<file path="src/rtl/kpscan.sv">
`default_nettype none
// ============================================================================
// Module  : kpscan
// Brief   : Self-scanning, debounced matrix keypad controller with key events.
// Revision: 1.0
// ============================================================================
module kpscan #(
   parameter int NROWS        = 4,
   parameter int NCOLS        = 4,
   parameter int SCAN_DIV     = 1000,
   parameter int DEBOUNCE     = 4,
   parameter int REPEAT_EN    = 0,
   parameter int REPEAT_DELAY = 50,
   parameter int REPEAT_RATE  = 10,
   parameter int KW           = $clog2(NROWS * NCOLS)
) (
   input  logic             clk,
   input  logic             reset,
   input  logic [NROWS-1:0] kpr,
   output logic [NCOLS-1:0] kpc,
   output logic [KW-1:0]    key,
   output logic             key_valid,
   input  logic             key_rdy,
   output logic             key_held,
   output logic             multi,
   output logic             overflow
);

   localparam int DW   = $clog2(SCAN_DIV);
   localparam int CW   = $clog2(NCOLS);
   localparam int BW   = $clog2(DEBOUNCE + 1);
   localparam int RMAX = (REPEAT_DELAY > REPEAT_RATE) ? REPEAT_DELAY : REPEAT_RATE;
   localparam int RW   = $clog2(RMAX + 2);

   localparam logic [DW-1:0] c_DIV_LAST = DW'(SCAN_DIV - 1);
   localparam logic [CW-1:0] c_COL_LAST = CW'(NCOLS - 1);
   localparam logic [BW-1:0] c_DEB      = BW'(DEBOUNCE);
   localparam logic [RW-1:0] c_RDELAY   = RW'(REPEAT_DELAY);
   localparam logic [RW-1:0] c_RRATE    = RW'(REPEAT_RATE);

   typedef enum logic [1:0] {
      RES_NONE   = 2'd0,
      RES_SINGLE = 2'd1,
      RES_MULTI  = 2'd2
   } res_t;

   typedef enum logic {
      S_IDLE = 1'b0,
      S_HELD = 1'b1
   } state_t;

   logic [DW-1:0]    r_div;
   logic [CW-1:0]    r_col;
   logic [NCOLS-1:0] r_kpc;
   logic [1:0]       r_acc_n;
   logic [KW-1:0]    r_acc_idx;
   res_t             r_cand;
   logic [KW-1:0]    r_cand_idx;
   logic [BW-1:0]    r_cnt;
   state_t           r_state;
   logic [KW-1:0]    r_held_idx;
   logic [RW-1:0]    r_rfc;
   logic             r_rphase;
   logic [KW-1:0]    r_key;
   logic             r_valid;
   logic             r_multi;
   logic             r_ovf;

   logic             w_sample;
   logic             w_fend;
   logic [CW-1:0]    w_col_nxt;
   logic [1:0]       w_nlow;
   logic [KW-1:0]    w_hit_idx;
   logic [2:0]       w_sum;
   logic [1:0]       w_tot_n;
   logic [KW-1:0]    w_tot_idx;
   res_t             w_res;
   logic [KW-1:0]    w_res_idx;
   logic             w_same;
   logic [BW-1:0]    w_cnt_nxt;
   logic             w_committed;
   logic             w_go_held;
   logic             w_go_idle;
   logic             w_rep_frame;
   logic [RW-1:0]    w_rfc_inc;
   logic             w_rep_hit;
   logic             w_event;
   logic [KW-1:0]    w_ev_key;

   always_comb begin
      w_sample  = (r_div == c_DIV_LAST);
      w_fend    = w_sample && (r_col == c_COL_LAST);
      w_col_nxt = (r_col == c_COL_LAST) ? '0 : r_col + 1'b1;

      // Hit count saturates at 2: anything beyond one hit is simply MULTI.
      w_nlow    = 2'd0;
      w_hit_idx = '0;
      for (int r = 0; r < NROWS; r++) begin
         if (!kpr[r]) begin
            if (w_nlow != 2'd2) w_nlow = w_nlow + 2'd1;
            w_hit_idx = KW'(r * NCOLS + int'(r_col));
         end
      end
      w_sum     = {1'b0, r_acc_n} + {1'b0, w_nlow};
      w_tot_n   = (w_sum >= 3'd2) ? 2'd2 : w_sum[1:0];
      w_tot_idx = (r_acc_n == 2'd0) ? w_hit_idx : r_acc_idx;

      case (w_tot_n)
         2'd0:    w_res = RES_NONE;
         2'd1:    w_res = RES_SINGLE;
         default: w_res = RES_MULTI;
      endcase
      w_res_idx = (w_res == RES_SINGLE) ? w_tot_idx : '0;

      w_same    = (w_res == r_cand) && (w_res_idx == r_cand_idx);
      w_cnt_nxt = w_same ? ((r_cnt == c_DEB) ? r_cnt : r_cnt + 1'b1) : BW'(1);

      w_committed = w_fend && (w_cnt_nxt == c_DEB);
      w_go_held   = w_committed && (w_res == RES_SINGLE) &&
                    ((r_state == S_IDLE) || (r_held_idx != w_res_idx));
      w_go_idle   = w_committed && (w_res == RES_NONE) && (r_state == S_HELD);

      // Repeat frames are only those in which the held key is seen on its own.
      w_rep_frame = (REPEAT_EN != 0) && w_fend && (r_state == S_HELD) && !w_go_held &&
                    (w_res == RES_SINGLE) && (w_res_idx == r_held_idx);
      w_rfc_inc   = r_rfc + 1'b1;
      w_rep_hit   = w_rep_frame && (w_rfc_inc == (r_rphase ? c_RRATE : c_RDELAY));

      w_event  = w_go_held || w_rep_hit;
      w_ev_key = w_go_held ? w_res_idx : r_held_idx;
   end

   always_ff @(posedge clk) begin
      if (reset) begin
         r_div      <= '0;
         r_col      <= '0;
         r_kpc      <= ~NCOLS'(1);
         r_acc_n    <= 2'd0;
         r_acc_idx  <= '0;
         r_cand     <= RES_NONE;
         r_cand_idx <= '0;
         r_cnt      <= '0;
         r_state    <= S_IDLE;
         r_held_idx <= '0;
         r_rfc      <= '0;
         r_rphase   <= 1'b0;
         r_key      <= '0;
         r_valid    <= 1'b0;
         r_multi    <= 1'b0;
         r_ovf      <= 1'b0;
      end else begin
         r_div <= w_sample ? '0 : r_div + 1'b1;

         if (w_sample) begin
            r_col <= w_col_nxt;
            r_kpc <= ~(NCOLS'(1) << w_col_nxt);
            if (w_fend) begin
               r_acc_n   <= 2'd0;
               r_acc_idx <= '0;
            end else begin
               r_acc_n   <= w_tot_n;
               r_acc_idx <= w_tot_idx;
            end
         end

         if (w_fend) begin
            r_multi    <= (w_res == RES_MULTI);
            r_cand     <= w_res;
            r_cand_idx <= w_res_idx;
            r_cnt      <= w_cnt_nxt;
            if (w_go_held) begin
               r_state    <= S_HELD;
               r_held_idx <= w_res_idx;
            end else if (w_go_idle) begin
               r_state    <= S_IDLE;
            end
         end

         if (w_go_held || w_go_idle) begin
            r_rfc    <= '0;
            r_rphase <= 1'b0;
         end else if (w_rep_hit) begin
            r_rfc    <= '0;
            r_rphase <= 1'b1;
         end else if (w_rep_frame) begin
            r_rfc    <= w_rfc_inc;
         end

         // A transfer edge may reload a new event; otherwise a pending one wins.
         if (r_valid && key_rdy) begin
            r_valid <= w_event;
            if (w_event) r_key <= w_ev_key;
         end else if (r_valid) begin
            if (w_event) r_ovf <= 1'b1;
         end else if (w_event) begin
            r_valid <= 1'b1;
            r_key   <= w_ev_key;
         end
      end
   end

   assign kpc       = r_kpc;
   assign key       = r_key;
   assign key_valid = r_valid;
   assign key_held  = (r_state == S_HELD);
   assign multi     = r_multi;
   assign overflow  = r_ovf;

endmodule
`default_nettype wire

</file>
<file path="config.mk">
export PLATFORM = sky130hd
export DESIGN_NAME = kpscan
export DESIGN_NICKNAME = d
export VERILOG_FILES = /design/src/rtl/kpscan.sv
export SDC_FILE = /design/constraint.sdc
export NUM_CORES = 1
export LEC_CHECK = 0
export ABC_CLOCK_PERIOD_IN_PS = 9740
export CAP_MARGIN = 20
export CORE_ASPECT_RATIO = 1.5
export CORE_MARGIN = 5
export CORE_UTILIZATION = 40
export CTS_CLUSTER_DIAMETER = 150
export DETAILED_ROUTE_END_ITERATION = 12
export GPL_ROUTABILITY_DRIVEN = 1
export PLACE_DENSITY = 0.68
export SLEW_MARGIN = 5
export SYNTH_ARGS = -nofsm -noshare
export SYNTH_HDL_FRONTEND = slang
export SYNTH_SLANG_ARGS = --single-unit
</file>
<file path="constraint.sdc">
create_clock -name clk -period 9.74 [get_ports clk]
set_input_delay 1.948 -clock clk [delete_from_list [all_inputs] [get_ports clk]]
set_output_delay 1.948 -clock clk [all_outputs]
set_load 0.005 [all_outputs]
</file>
==> results.py <==
metrics = {
    "run_status": {
        "status": "finished clean",
    },
    "placed_design": {
        "dpl.hpwl_um": 3690,
        "port_buffers": 18,
        "dp.cells": 348,
        "gp_congestion": 0.8354,
        "pre_cts_ws_ps": 3306,
    },
    "die": {
        "start_util": 0.4111,
        "die_width_um": 73.20,
        "io_pins": 19,
        "row_count": 34,
        "fp.dieH_um": 104.8,
        "die-area_um2": 7670,
        "core_area_um2": 5828,
    },
    "synthesis": {
        "synthCells": 271,
        "ys_ff_latch": 42,
        "synth_top_cell_by_area": "dfxtp_1",
        "ys_async_sr_fraction": 0,
        "syn_nets": 292,
        "ys_top_cells_by_count": "42 x dfxtp_1, 42 x nor2_1, 14 x inv_1, 13 x a21oi_1, 13 x ha_1",
        "synth_edf_count": 0,
        "ys_warn_count": 0,
        "syn_area_per_cell_um2": 8.842,
        "synthTopCellsByArea": "dfxtp_1 35%, ha_1 6.8%, nor2_1 6.6%, a21oi_1 2.7%, xnor2_1 2.6%",
        "seq_area_frac_synth": 0.3509,
        "yosysUniqueCellTypes": 58,
        "syn_area_um2": 2396,
        "synth_top_area_share": 0.3509,
        "synth_ff_type": "dfxtp_1",
    },
    "global_route": {
        "antenna_found_initial": 0,
        "grt-ovfl-total": 0,
        "grt_pass1_wl_um": 8342,
        "grt_max_degree": 40,
        "grt_util_all_layers": 0.1365,
        "grt_pass1_vias": 1855,
    },
    "timing": {
        "skew_ps": 6.571,
        "worst_pin_slew_ps": 698.4,
        "setup_viol": 0,
        "hold_viol": 0,
        "relSlewSlack": 0.5308,
        "drv_slew": 0,
        "fin_ws_ps": 3640,
        "min_period_ps": 6100,
        "max_freq_mhz": 163.9,
        "rsz0062_at_grt": "false",
        "setup_tns_ps": 0,
        "period_share": 0.6263,
    },
    "drt": {
        "drt_iter0_drc": 78,
        "remaining_drc_errors": 0,
        "viasPerCell": 5.360,
        "routed_wl_um": 4895,
        "wire_per_inst_um": 13.75,
        "met1Wirelength_um": 2031,
        "dr_wl_met3_um": 141,
        "first_pass_iters": 6,
        "num_vias": 1908,
        "wl_met2_um": 2622,
        "maxUsedRoutingLayer": "met4",
        "ant_nets": 0,
    },
    "layout": {
        "multi_input_area_um2": 1439,
        "seq_area_um2": 840.8,
        "synthToLayoutAreaGrowth_pct": 13.52,
        "diodes": 0,
        "fillers": 560,
        "final_cell_count_no_fill": 356,
        "nets": 304,
        "drive_above_1_share": 0.09155,
    },
    "worst_setup_path": {
        "timing.critical_path.buf_inv": 3,
        "ff2ff_path_depth": 9,
        "end_kind": "flop",
        "cp.depth": 16,
        "crit_required_ps": 9920,
        "max_stage_delay_ps": 560,
        "path_max_fanout": 14,
        "crit_slowest_cell": "clkdlybuf4s50_1",
        "crit_chain": "clkdlybuf4s50_1, inv_1, ha_1, mux2i_1, ha_1, nor2_1, a21oi_1, ha_1, inv_1, fa_1, nand3_1, a311oi_1, nand4_1, a311oi_2, o2111a_2, mux2_1",
        "crit_arrival_ps": 6280,
        "critPathLaunchType": "input port",
        "critPathCapture": "key[1]$_SDFFE_PP0P_",
        "worstReg2RegEnd": "key[1]$_SDFFE_PP0P_",
        "regToRegStartpoint": "r_acc_n[0]$_SDFFE_PP0N_",
        "timing.critical_path.mode_cell": "ha_1",
        "r2r_slack_ps": 6150,
        "setup.worst_path.start": "kpr[1]",
        "worstSetupPathType": "input port to flop",
        "cp_top_family": "compound AO/OA/AOI/OAI gates",
    },
    "clock_tree": {
        "cts_tree": "built",
        "root_buffer": "clkbuf_8",
        "clk_pin_slew_ps": 80,
        "cts_buffer_depth": 2,
        "clkLatencyLatePin_ps": 300,
        "cts_sinks": 42,
        "cts_max_level": 2,
        "postCtsHoldBufs": 0,
        "tritoncts.num_buffers": 5,
        "postCtsResizedCells": 0,
        "cts_setup_buffers": 0,
    },
    "pwr": {
        "ir_drop_uv": 107.3,
        "power_density_nw_per_um2": 125.8,
        "power.total_mw": 0.3422,
        "p_leak_nw": 1.012,
    },
    "flow_run": {
        "maxCapViolCount": 0,
    },
    "worst_hold_path": {
        "hold_path.class": "flop to flop",
    },
}
## worst min path at each step
stage                              from             endpoint  slack (ps)  cells past startpoint
floorplan           r_div[0]$_SDFF_PP0_  r_div[0]$_SDFF_PP0_         420                      1
global placement    r_div[0]$_SDFF_PP0_  r_div[0]$_SDFF_PP0_         430                      1
detailed placement  r_div[0]$_SDFF_PP0_  r_div[0]$_SDFF_PP0_         440                      1
CTS                 r_div[0]$_SDFF_PP0_  r_div[0]$_SDFF_PP0_         460                      1
global route        r_div[0]$_SDFF_PP0_  r_div[0]$_SDFF_PP0_         500                      1
finish              r_div[0]$_SDFF_PP0_  r_div[0]$_SDFF_PP0_         460                      1
## layout make-up
type / count / share of cell area
inverters: 14 / 0.01932
flip-flops and latches: 42 / 0.3091
clock buffers: 6 / 0.02668
repair buffers: 19 / 0.06900
clock inverters: 2 / 0.01380
well taps: 72 / 0.03312
multi-input cells: 201 / 0.5290
## registers in the layout, summed over array words and instances, names as in the netlist
| signal | cells |
|---|---|
| r_div | 10 |
| key | 4 |
| kpc | 4 |
| r_acc_idx | 4 |
| r_cand_idx | 4 |
| r_held_idx | 4 |
| r_cnt | 3 |
| r_acc_n | 2 |
| r_cand | 2 |
| r_col | 2 |
| key_held | 1 |
| key_valid | 1 |
| overflow | 1 |
## cells by family (layout without fill, tap and decap cells)
group | count (synthesis) | after routing | share of synthesized area
simple gates | 104 | 104 | 0.2345
compound gates | 60 | 60 | 0.1943
xor+xnor | 9 | 9 | 0.03290
flops | 42 | 42 | 0.3509
buf+inv | 28 | 41 | 0.04856
mux | 14 | 14 | 0.06266
fa+ha+maj | 14 | 14 | 0.07624
## metrics by stage
step           hold WS (ps)  instance area, um2    util
6_report              456.2                2720  0.4667
5_1_grt               495.3                2720  0.4667
3_3_place_gp          431.6                2610  0.4478
2_1_floorplan         417.6                2396       -
3_5_place_dp          441.6                2610  0.4478
4_1_cts               463.6                2720  0.4667
## per-layer routing
metal	vias up	global-route usage
met5	-	0
met4	0	0.04617
met3	9	0.03074
met2	28	0.2516
met1	884	0.1473
li1	987	-
## placed cells by master, fill, tap and decap left out, types with 4 or more instances in the layout
master and n:
nor2b_1 6, dfxtp_1 42, and3_1 4, nand2_1 10
nor3_1 6, mux2i_1 6, a21oi_1 13, o21ai_0 5
inv_1 14, ha_1 13, clkbuf_8 5, o21a_1 4
mux2_2 4, xnor2_1 7, nor2_1 42, mux2_1 4
or3_1 4, clkdlybuf4s50_1 18, nand3_1 4, a31oi_1 5
nand2b_1 9
## report_power, final
part	internal [mW]	leakage, nW	switching, mW	total (mW)
Clock	0.0765	0.0514	0.0608	0.137
Combinational	0.0122	0.622	0.0193	0.0315
Sequential	0.173	0.339	0.000926	0.173
Total	0.261	1.01	0.0810	0.342
(Power assumes the default switching activity.)
